File: config.mk
export PLATFORM = sky130hd
export DESIGN_NAME = sat_counter
export DESIGN_NICKNAME = d
export VERILOG_FILES = /design/src/rtl/transport_checker_sat_counter.sv
export SDC_FILE = /design/constraint.sdc
export NUM_CORES = 1
export LEC_CHECK = 0
export CORE_MARGIN = 4
export CORE_UTILIZATION = 49
export DETAILED_ROUTE_END_ITERATION = 16
export PLACE_DENSITY = 0.77
export RECOVER_POWER = 50
export SYNTH_ARGS = -nofsm -noshare
export SYNTH_HDL_FRONTEND = slang
export SYNTH_SLANG_ARGS = --single-unit
File: constraint.sdc
create_clock -name clk -period 2.6 [get_ports clk]
set_clock_uncertainty 0.15 [all_clocks]
set_input_delay 0.78 -clock clk [delete_from_list [all_inputs] [get_ports clk]]
set_output_delay 0.78 -clock clk [all_outputs]
set_load 0.005 [all_outputs]
File: src/rtl/transport_checker_sat_counter.sv
// Saturating up-counter with synchronous clear.
//   clk, rst : clock, asynchronous active-low reset
//   inc      : count one event this cycle
//   clr      : zero the counter; takes priority over inc
//   count    : current value, sticks at all-ones
module sat_counter #(
    parameter int WIDTH = 16
) (
    input  logic             clk,
    input  logic             rst,
    input  logic             inc,
    input  logic             clr,
    output logic [WIDTH-1:0] count
);

    always_ff @(posedge clk or negedge rst) begin
        if (!rst) begin
            count <= '0;
        end else if (clr) begin
            count <= '0;
        end else if (inc && (count != '1)) begin
            count <= count + 1'b1;
        end
    end

endmodule

==> flow_summary.toml, run 1 <==
[run_status]
status = "completed"

[detailed_routing]
dr.first_iter.drc_count = 9
routed_wl_um = 2220
dr_total_vias = 885
first_pass_iters = 4
wl_per_cell_um = 15.2
drc = 0
routed_via_density = 6.06
route.antenna.remaining_nets = 0

[pwr]
p_leak_nw = 0.472
pwr-share-comb_pct = 7.3
clockPowerShare_pct = 36.6
internal-power_mw = 0.350
seqPwrFrac_pct = 56.1
ir_drop_mv = 0.224
swShare_pct = 22.8
p_per_area_mw_per_mm2 = 379
p_sw_mw = 0.103

[grt]
grt_max_degree = 17
grt_pass1_wl_um = 3860
first_global_vias = 888
grt_usage_pct = 19.5
overflow = 0
grt_antenna_before_repair = 0

[sta]
maxSlewHeadroom_pct = 43.4
hold_viol_final = 0
fmax_mhz = 418
fin_crit_ps = 2390
finalWorstSetupSlack_ps = 210
rsz0062_at_grt = "false"
slew_viol_final = 0
finalCritPeriodShare_pct = 91.9
whs_ps = 460
setup_tns_ps = 0
setup_viol = 0
worst_pin_slew_ps = 849

[layout]
fin_nets = 127
area_growth_pct = 26.7
largestRegisters = "count x16"
antenna_cells = 0
drive_gt1_share_pct = 11.6
nFillCells = 151
largest_reg_flops = 16
largest_register = "count"

[worst_setup_path]
critPathSlowestCell = "clkdlybuf4s50_1"
crit_fanout = 15
startpoint = "inc"
worstReg2RegStart = "count[0]"
critical_path_class = "in2reg"
cp_num_buf_inv = 3
end_kind = "register"
cp-start-kind = "primary input"
cp_cell_sequence = "clkdlybuf4s50_1 -> inv_1 -> clkbuf_1 -> nor4_1 -> mux2_1"
critPathRequiredTime_ps = 2630
slowest_delay_ps = 480
crit_arrival_ps = 2420
crit_family = "buffers and inverters"

[clock_network]
clock_tree.buffer_depth = 2
cts_setup_buffers = 0
tritoncts.num_buffers = 3
cts_hold_buf = 0
clk_pin_slew_worst_paths_ps = 90
cts_tree = "done"
clk_latency_ps = 290
cts_max_level = 1
cts_resized = 0
cts.sinks = 16
cts_root_buffer = "clkbuf_4"

[synth]
synth-seq-cells = 16
synthesis.nets = 103
syn_inst = 98
synth.area.top_cells = "dfrtp_1, a21oi_1, o31ai_1"
synth_cell_type_count = 28
synth_area_per_cell_um2 = 9.61
synth_area_um2 = 942
yosys_warnings = 0
synth.yosys.seq_area_share_pct = 42.5
yosys.area.top_type_share_pct = 42.5
netlist.top_cell.by_area = "dfrtp_1"

[floorplanning]
die_y_um = 51.9
num_rows = 15
fp.dieArea_mm2 = 0.00269
start_util_pct = 52.8
core_mm2 = 0.00178
fp.dieW_um = 51.9
io_pins = 20

[place]
port_buffers = 19
dpl.hpwl_um = 1550
routabilityCongestion = 0.814
pre_cts_slack_ps = 73.2

[job]
max_cap_viol_count = 0

[worst_hold_path]
worstHoldStart = "count[14]"
hp-class = "reg2reg"
## power by group through the flow
| stage | logic [mW] | clock network (mW) | registers, mW |
|---|---|---|---|
| after floorplan | 0.0140 | 0 | 0.259 |
| after global placement | 0.0372 | 0 | 0.259 |
| after detailed placement | 0.0379 | 0 | 0.259 |
| after CTS | 0.0381 | 0.170 | 0.254 |
| after global routing | 0.0377 | 0.184 | 0.254 |
| final | 0.0332 | 0.166 | 0.254 |
## synthesized netlist by cell type, drive strengths merged
library cell	count
dfrtp	16
mux2	4
and3	2
nand4	7
or3	3
ha	1
o21ai	4
o31ai	7
a211oi	1
or4	7
a21oi	11
nor3	1
and4	2
nand2	6
nand3	3
nor4	5
clkbuf	4
o211ai	1
nand3b	1
buf	1
nor2	4
nor2b	4
inv	3
## cell type report
| class | count | area [um2] | share of cell area, % |
|---|---|---|---|
| Clock buffer | 4 | 36.3 | 3.04 |
| Inverter | 3 | 11.3 | 0.943 |
| Sequential cell | 16 | 400 | 33.5 |
| Multi-Input combinational cell | 74 | 498 | 41.7 |
| Tap cell | 25 | 31.3 | 2.62 |
| Timing Repair Buffer | 24 | 216 | 18.1 |
## cell families after synthesis
| family | after synthesis | share of synthesized area [%] |
|---|---|---|
| flip-flops | 16 | 42.5 |
| AO/OA/AOI/OAI | 24 | 16.2 |
| multiplexers | 4 | 4.78 |
| AND/OR/NAND/NOR | 45 | 31.2 |
| buffers and inverters | 8 | 3.98 |
| adder cells (fa/ha/maj) | 1 | 1.33 |
## tightest hold or removal path, stage by stage (launching register included)
cell,delay [ps]
dfrtp_1,430
o31ai_1,90
a21oi_1,60
## layer usage
layer / track usage [%] / vias up / wire length [um]
met2: 31.4 / 16 / 1070
met5: 0 / - / 0
met3: 3.72 / 4 / 74
met1: 23.8 / 437 / 1050
li1: - / 428 / -
met4: 11.8 / 0 / 33
## through the flow
stage	power [mW]	instances	area (um2)	utilization (%)
5_1_grt	0.476	146	1190	66.9
4_1_cts	0.462	146	1220	68.6
3_3_place_gp	0.296	142	1190	66.6
6_report	0.453	146	1190	66.9
3_5_place_dp	0.297	142	1190	66.6
2_1_floorplan	0.273	98	942	-
## final timing paths
check / to / slack (ps) / cells after the start
worst max-delay path: count[13] / 210 / 5
worst min-delay path: count[14] / 460 / 2
worst max register to register: count[3] / 300 / 6
worst min register to register: count[14] / 460 / 2
max in group asynchronous: count[8] / 820 / 2
min in group asynchronous: count[10] / 960 / 2
## cells in the final DEF (no fill, tap or decap), types with 2 or more instances in the layout
| cell type | n |
|---|---|
| nand3_1 | 3 |
| nor4_1 | 4 |
| o21ai_1 | 3 |
| or3_1 | 2 |
| clkbuf_1 | 3 |
| o31ai_1 | 7 |
| dfrtp_1 | 16 |
| nor2b_1 | 4 |
| nand2_1 | 6 |
| mux2_1 | 4 |
| nor2_1 | 4 |
| a21oi_1 | 11 |
| clkbuf_4 | 3 |
| and4_2 | 2 |
| or4_2 | 2 |
| nand4_1 | 7 |
| clkdlybuf4s50_1 | 15 |
| inv_1 | 3 |
| or4_1 | 5 |
| dlygate4sd3_1 | 4 |
| and3_1 | 2 |
| buf_4 | 2 |
No activity file was read; power rests on OpenSTA's default activity.
==> run 2, diff against run 1 <==
--- a/config.mk
+++ b/config.mk
@@ -7,2 +7,3 @@
 export LEC_CHECK = 0
+export CAP_MARGIN = 20
 export CORE_MARGIN = 4
@@ -12,2 +13,3 @@
 export RECOVER_POWER = 50
+export SLEW_MARGIN = 20
 export SYNTH_ARGS = -nofsm -noshare
--- a/constraint.sdc
+++ b/constraint.sdc
@@ -4,2 +4,2 @@
 set_output_delay 0.78 -clock clk [all_outputs]
-set_load 0.005 [all_outputs]
+set_load 0.02 [all_outputs]
==> run 2 against run 1 <==
Compared with the run above:
- sequential cell count unchanged
- routed wire length about the same
- setup slack unchanged
==> flow_summary.toml, run 2 (synthesis gave the netlist of run 1 again) <==
[run_status]
status = "completed"

[clock_network]
clk_pin_slew_worst_paths_ps = 90
cts_hold_buf = 0
tritoncts.num_buffers = 3
cts_max_level = 1
cts_resized = 0
cts_root_buffer = "clkbuf_4"
clk_latency_ps = 290
cts.sinks = 16
cts_setup_buffers = 0
cts_tree = "done"
clock_tree.buffer_depth = 2

[worst_setup_path]
cp-start-kind = "primary input"
reg2reg_depth = 6
slowest_delay_ps = 480
cp_cell_sequence = "clkdlybuf4s50_1 -> inv_1 -> clkbuf_1 -> nor4_1 -> mux2_1"
crit_family = "buffers and inverters"
cp.depth = 5
startpoint = "inc"
end_kind = "register"
critPathRequiredTime_ps = 2630
worstReg2RegStart = "count[0]"
cp_num_buf_inv = 3
critPathSlowestCell = "clkdlybuf4s50_1"
critical_path_class = "in2reg"
crit_arrival_ps = 2420
crit_fanout = 15

[job]
max_cap_viol_count = 0

[sta]
fin_crit_ps = 2390
setup_tns_ps = 0
rsz0062_at_grt = "false"
maxSlewHeadroom_pct = 43.4
hold_viol_final = 0
worst_pin_slew_ps = 849
finalWorstSetupSlack_ps = 210
finalCritPeriodShare_pct = 91.9
fmax_mhz = 418
slew_viol_final = 0
setup_viol = 0

[layout]
instances_no_fill = 146
area_growth_pct = 26.7
largest_reg_flops = 16
antenna_cells = 0
fin_nets = 127
largestRegisters = "count x16"
largest_register = "count"
final_common_cell = "clkdlybuf4s50_1"
drive_gt1_share_pct = 11.6
layout_common_cells = "clkdlybuf4s50_1, dfrtp_1, a21oi_1"

[pwr]
power_mw = 0.456
p_leak_nw = 0.462
p_per_area_mw_per_mm2 = 382
ir_drop_mv = 0.224
seqPwrFrac_pct = 55.7
internal-power_mw = 0.350
p_sw_mw = 0.106
swShare_pct = 23.2
clockPowerShare_pct = 36.3
pwr-share-comb_pct = 8.0

[worst_hold_path]
worstHoldStart = "count[14]"
hp-class = "reg2reg"
hold-path-cell-count = 2

[detailed_routing]
drc = 0
first_pass_iters = 4
wl_per_cell_um = 15.2
routed_via_density = 6.06
highest_layer = "met4"
wl_met3_um = 74
routed_wl_um = 2230
dr_total_vias = 885
wl_met2_um = 1070
wl_met1_um = 1050
route.antenna.remaining_nets = 0
dr.first_iter.drc_count = 9

[floorplanning]
die_y_um = 51.9
fp.dieW_um = 51.9
num_rows = 15
io_pins = 20
start_util_pct = 52.8
fp.dieArea_mm2 = 0.00269
core_mm2 = 0.00178

[place]
routabilityCongestion = 0.814
placed_cells = 142
pre_cts_slack_ps = 73.2
port_buffers = 19
dpl.hpwl_um = 1550

[grt]
first_global_vias = 888
grt_antenna_before_repair = 0
grt_usage_pct = 19.5
grt_pass1_wl_um = 3860
overflow = 0
grt_max_degree = 17
-- run 2: final cells by class --
type                            instances  area (um2)
Tap cell                               25        31.3
Sequential cell                        16         400
Clock buffer                            4        36.3
Timing Repair Buffer                   24         216
Fill cell                             151         589
Inverter                                3        11.3
Multi-Input combinational cell         74         498
-- run 2: power groups by stage --
stage / Clock (mW) / Sequential (mW) / Combinational (mW)
after detailed placement: 0 / 0.259 / 0.0406
after global routing: 0.184 / 0.254 / 0.0408
after floorplan: 0 / 0.261 / 0.0140
final: 0.166 / 0.254 / 0.0363
after global placement: 0 / 0.259 / 0.0399
after CTS: 0.170 / 0.254 / 0.0408
-- run 2: path summary, 6_finish.rpt --
| kind | slack [ps] | endpoint |
|---|---|---|
| min in group asynchronous | 960 | count[10] |
| setup reg to reg | 300 | count[3] |
| setup / recovery | 210 | count[13] |
| hold / removal | 460 | count[14] |
| hold reg to reg | 460 | count[14] |
| max in group asynchronous | 820 | count[8] |
-- run 2: through the flow --
stage | hold WS (ps) | cell area (um2) | util (%)
after floorplan | 334 | 942 | -
after global placement | 428 | 1190 | 66.6
after detailed placement | 448 | 1190 | 66.6
after CTS | 462 | 1220 | 68.6
after global routing | 500 | 1190 | 66.9
final | 464 | 1190 | 66.9
-- run 2: routing by layer --
layer  vias up  global-route usage [%]
met4         0                    11.8
met5         -                       0
met1       438                    23.8
met2        16                    31.4
li1        427                       -
met3         4                    3.72
-- run 2: worst reg2reg max path, cell delays in order (launching register included) --
cell	delay (ps)
dfrtp_1	430
ha_1	240
nand4_1	170
nor4_4	620
clkbuf_1	340
or4_2	190
a21oi_1	60
==> run 3, diff against run 2 <==
- PLACE_DENSITY: 0.77 -> 0.86
==> run 3 against run 2 <==
Compared with the run above:
- die area stayed put
- utilization decreased by 0.070 points
- cell count is the same
- via count is 3.4% higher
- cell area decreased by 0.10%
- largest power group unchanged
==> flow_summary.toml, run 3 (synthesis gave the netlist of run 1 again) <==
[layout]
largest_register = "count"
antenna_cells = 0
instances_no_fill = 146
layout_common_cells = "clkdlybuf4s50_1, dfrtp_1, a21oi_1"
largestRegisters = "count x16"
final_common_cell = "clkdlybuf4s50_1"
fin_nets = 127
area_growth_pct = 26.6
drive_gt1_share_pct = 11.6
largest_reg_flops = 16

[worst_setup_path]
cp_num_buf_inv = 1
startpoint = "count[7]"
critical_path_class = "reg2out"
cp_cell_sequence = "clkdlybuf4s50_1"
end_kind = "primary output"
critPathSlowestCell = "clkdlybuf4s50_1"
crit_fanout = 8
cp-start-kind = "register"
worstReg2RegStart = "count[0]"
critPathRequiredTime_ps = 1670
rrSetupSlack_ps = 260
crit_family = "buffers and inverters"
slowest_delay_ps = 660
crit_arrival_ps = 1440

[floorplanning]
start_util_pct = 52.8
fp.dieW_um = 51.9
io_pins = 20
die_y_um = 51.9
core_mm2 = 0.00178
num_rows = 15
fp.dieArea_mm2 = 0.00269

[pwr]
p_leak_nw = 0.460
p_per_area_mw_per_mm2 = 389
ir_drop_mv = 0.229

[clock_network]
cts_max_level = 1
clock_tree.buffer_depth = 2
cts.sinks = 16
tritoncts.num_buffers = 3
clk_latency_ps = 300
cts_resized = 0
cts_hold_buf = 0
cts_root_buffer = "clkbuf_4"
cts_tree = "done"
clk_pin_slew_worst_paths_ps = 100
cts_setup_buffers = 0

[sta]
setup_viol = 0
hold_viol_final = 0
finalWorstSetupSlack_ps = 227
slew_viol_final = 0
maxSlewHeadroom_pct = 41.4
setup_tns_ps = 0
fmax_mhz = 421
rsz0062_at_grt = "false"
finalCritPeriodShare_pct = 91.3
worst_pin_slew_ps = 879
fin_crit_ps = 2370

[grt]
first_global_vias = 916
grt_max_degree = 17
grt_usage_pct = 20.4
overflow = 0
grt_pass1_wl_um = 4030
grt_antenna_before_repair = 0

[detailed_routing]
dr.first_iter.drc_count = 14
wl_per_cell_um = 16.1
dr_total_vias = 915
routed_wl_um = 2360
drc = 0
first_pass_iters = 4
routed_via_density = 6.27
route.antenna.remaining_nets = 0

[place]
pre_cts_slack_ps = 97.4
port_buffers = 19
placed_cells = 142
routabilityCongestion = 0.792
dpl.hpwl_um = 1680

[worst_hold_path]
worstHoldStart = "count[14]"
hp-class = "reg2reg"

[run_status]
status = "completed"

[job]
max_cap_viol_count = 0
==> run 3: path summary, 6_finish.rpt <==
check | endpoint | cells past startpoint
max in group asynchronous | count[6] | 2
setup / recovery | count[7] | 1
hold / removal | count[14] | 2
hold reg to reg | count[14] | 2
min in group asynchronous | count[14] | 2
setup reg to reg | count[13] | 5
==> run 3: cell type report <==
type / count / area, um2
Tap cell: 25 / 31.3
Timing Repair Buffer: 24 / 220
Clock buffer: 4 / 36.3
Sequential cell: 16 / 400
Multi-Input combinational cell: 74 / 493
Inverter: 3 / 11.3
Fill cell: 146 / 591
==> run 3: power breakdown <==
group | switching, mW | internal (mW) | leakage, nW
registers | 0.00353 | 0.251 | 0.222
logic | 0.0233 | 0.0140 | 0.217
clock network | 0.0868 | 0.0855 | 0.0210
==> run 3: metrics by stage <==
| stage | instance area (um2) | utilization (%) | hold slack, ps | power (mW) |
|---|---|---|---|---|
| floorplan | 942 | - | 334 | 0.275 |
| global placement | 1170 | 65.9 | 427 | 0.296 |
| detailed placement | 1170 | 65.9 | 435 | 0.298 |
| CTS | 1210 | 67.9 | 451 | 0.468 |
| global route | 1190 | 66.9 | 497 | 0.485 |
| finish | 1190 | 66.9 | 464 | 0.464 |
==> run 3: layer usage <==
metal | global-route usage [%] | part of all wire (%) | wire (um) | vias up
met5 | 0 | 0 | 0 | -
met4 | 12.7 | 3.4 | 80 | 0
met1 | 25.4 | 42 | 986 | 445
li1 | - | - | - | 430
met3 | 4.58 | 4.5 | 107 | 10
met2 | 31.6 | 50 | 1180 | 30
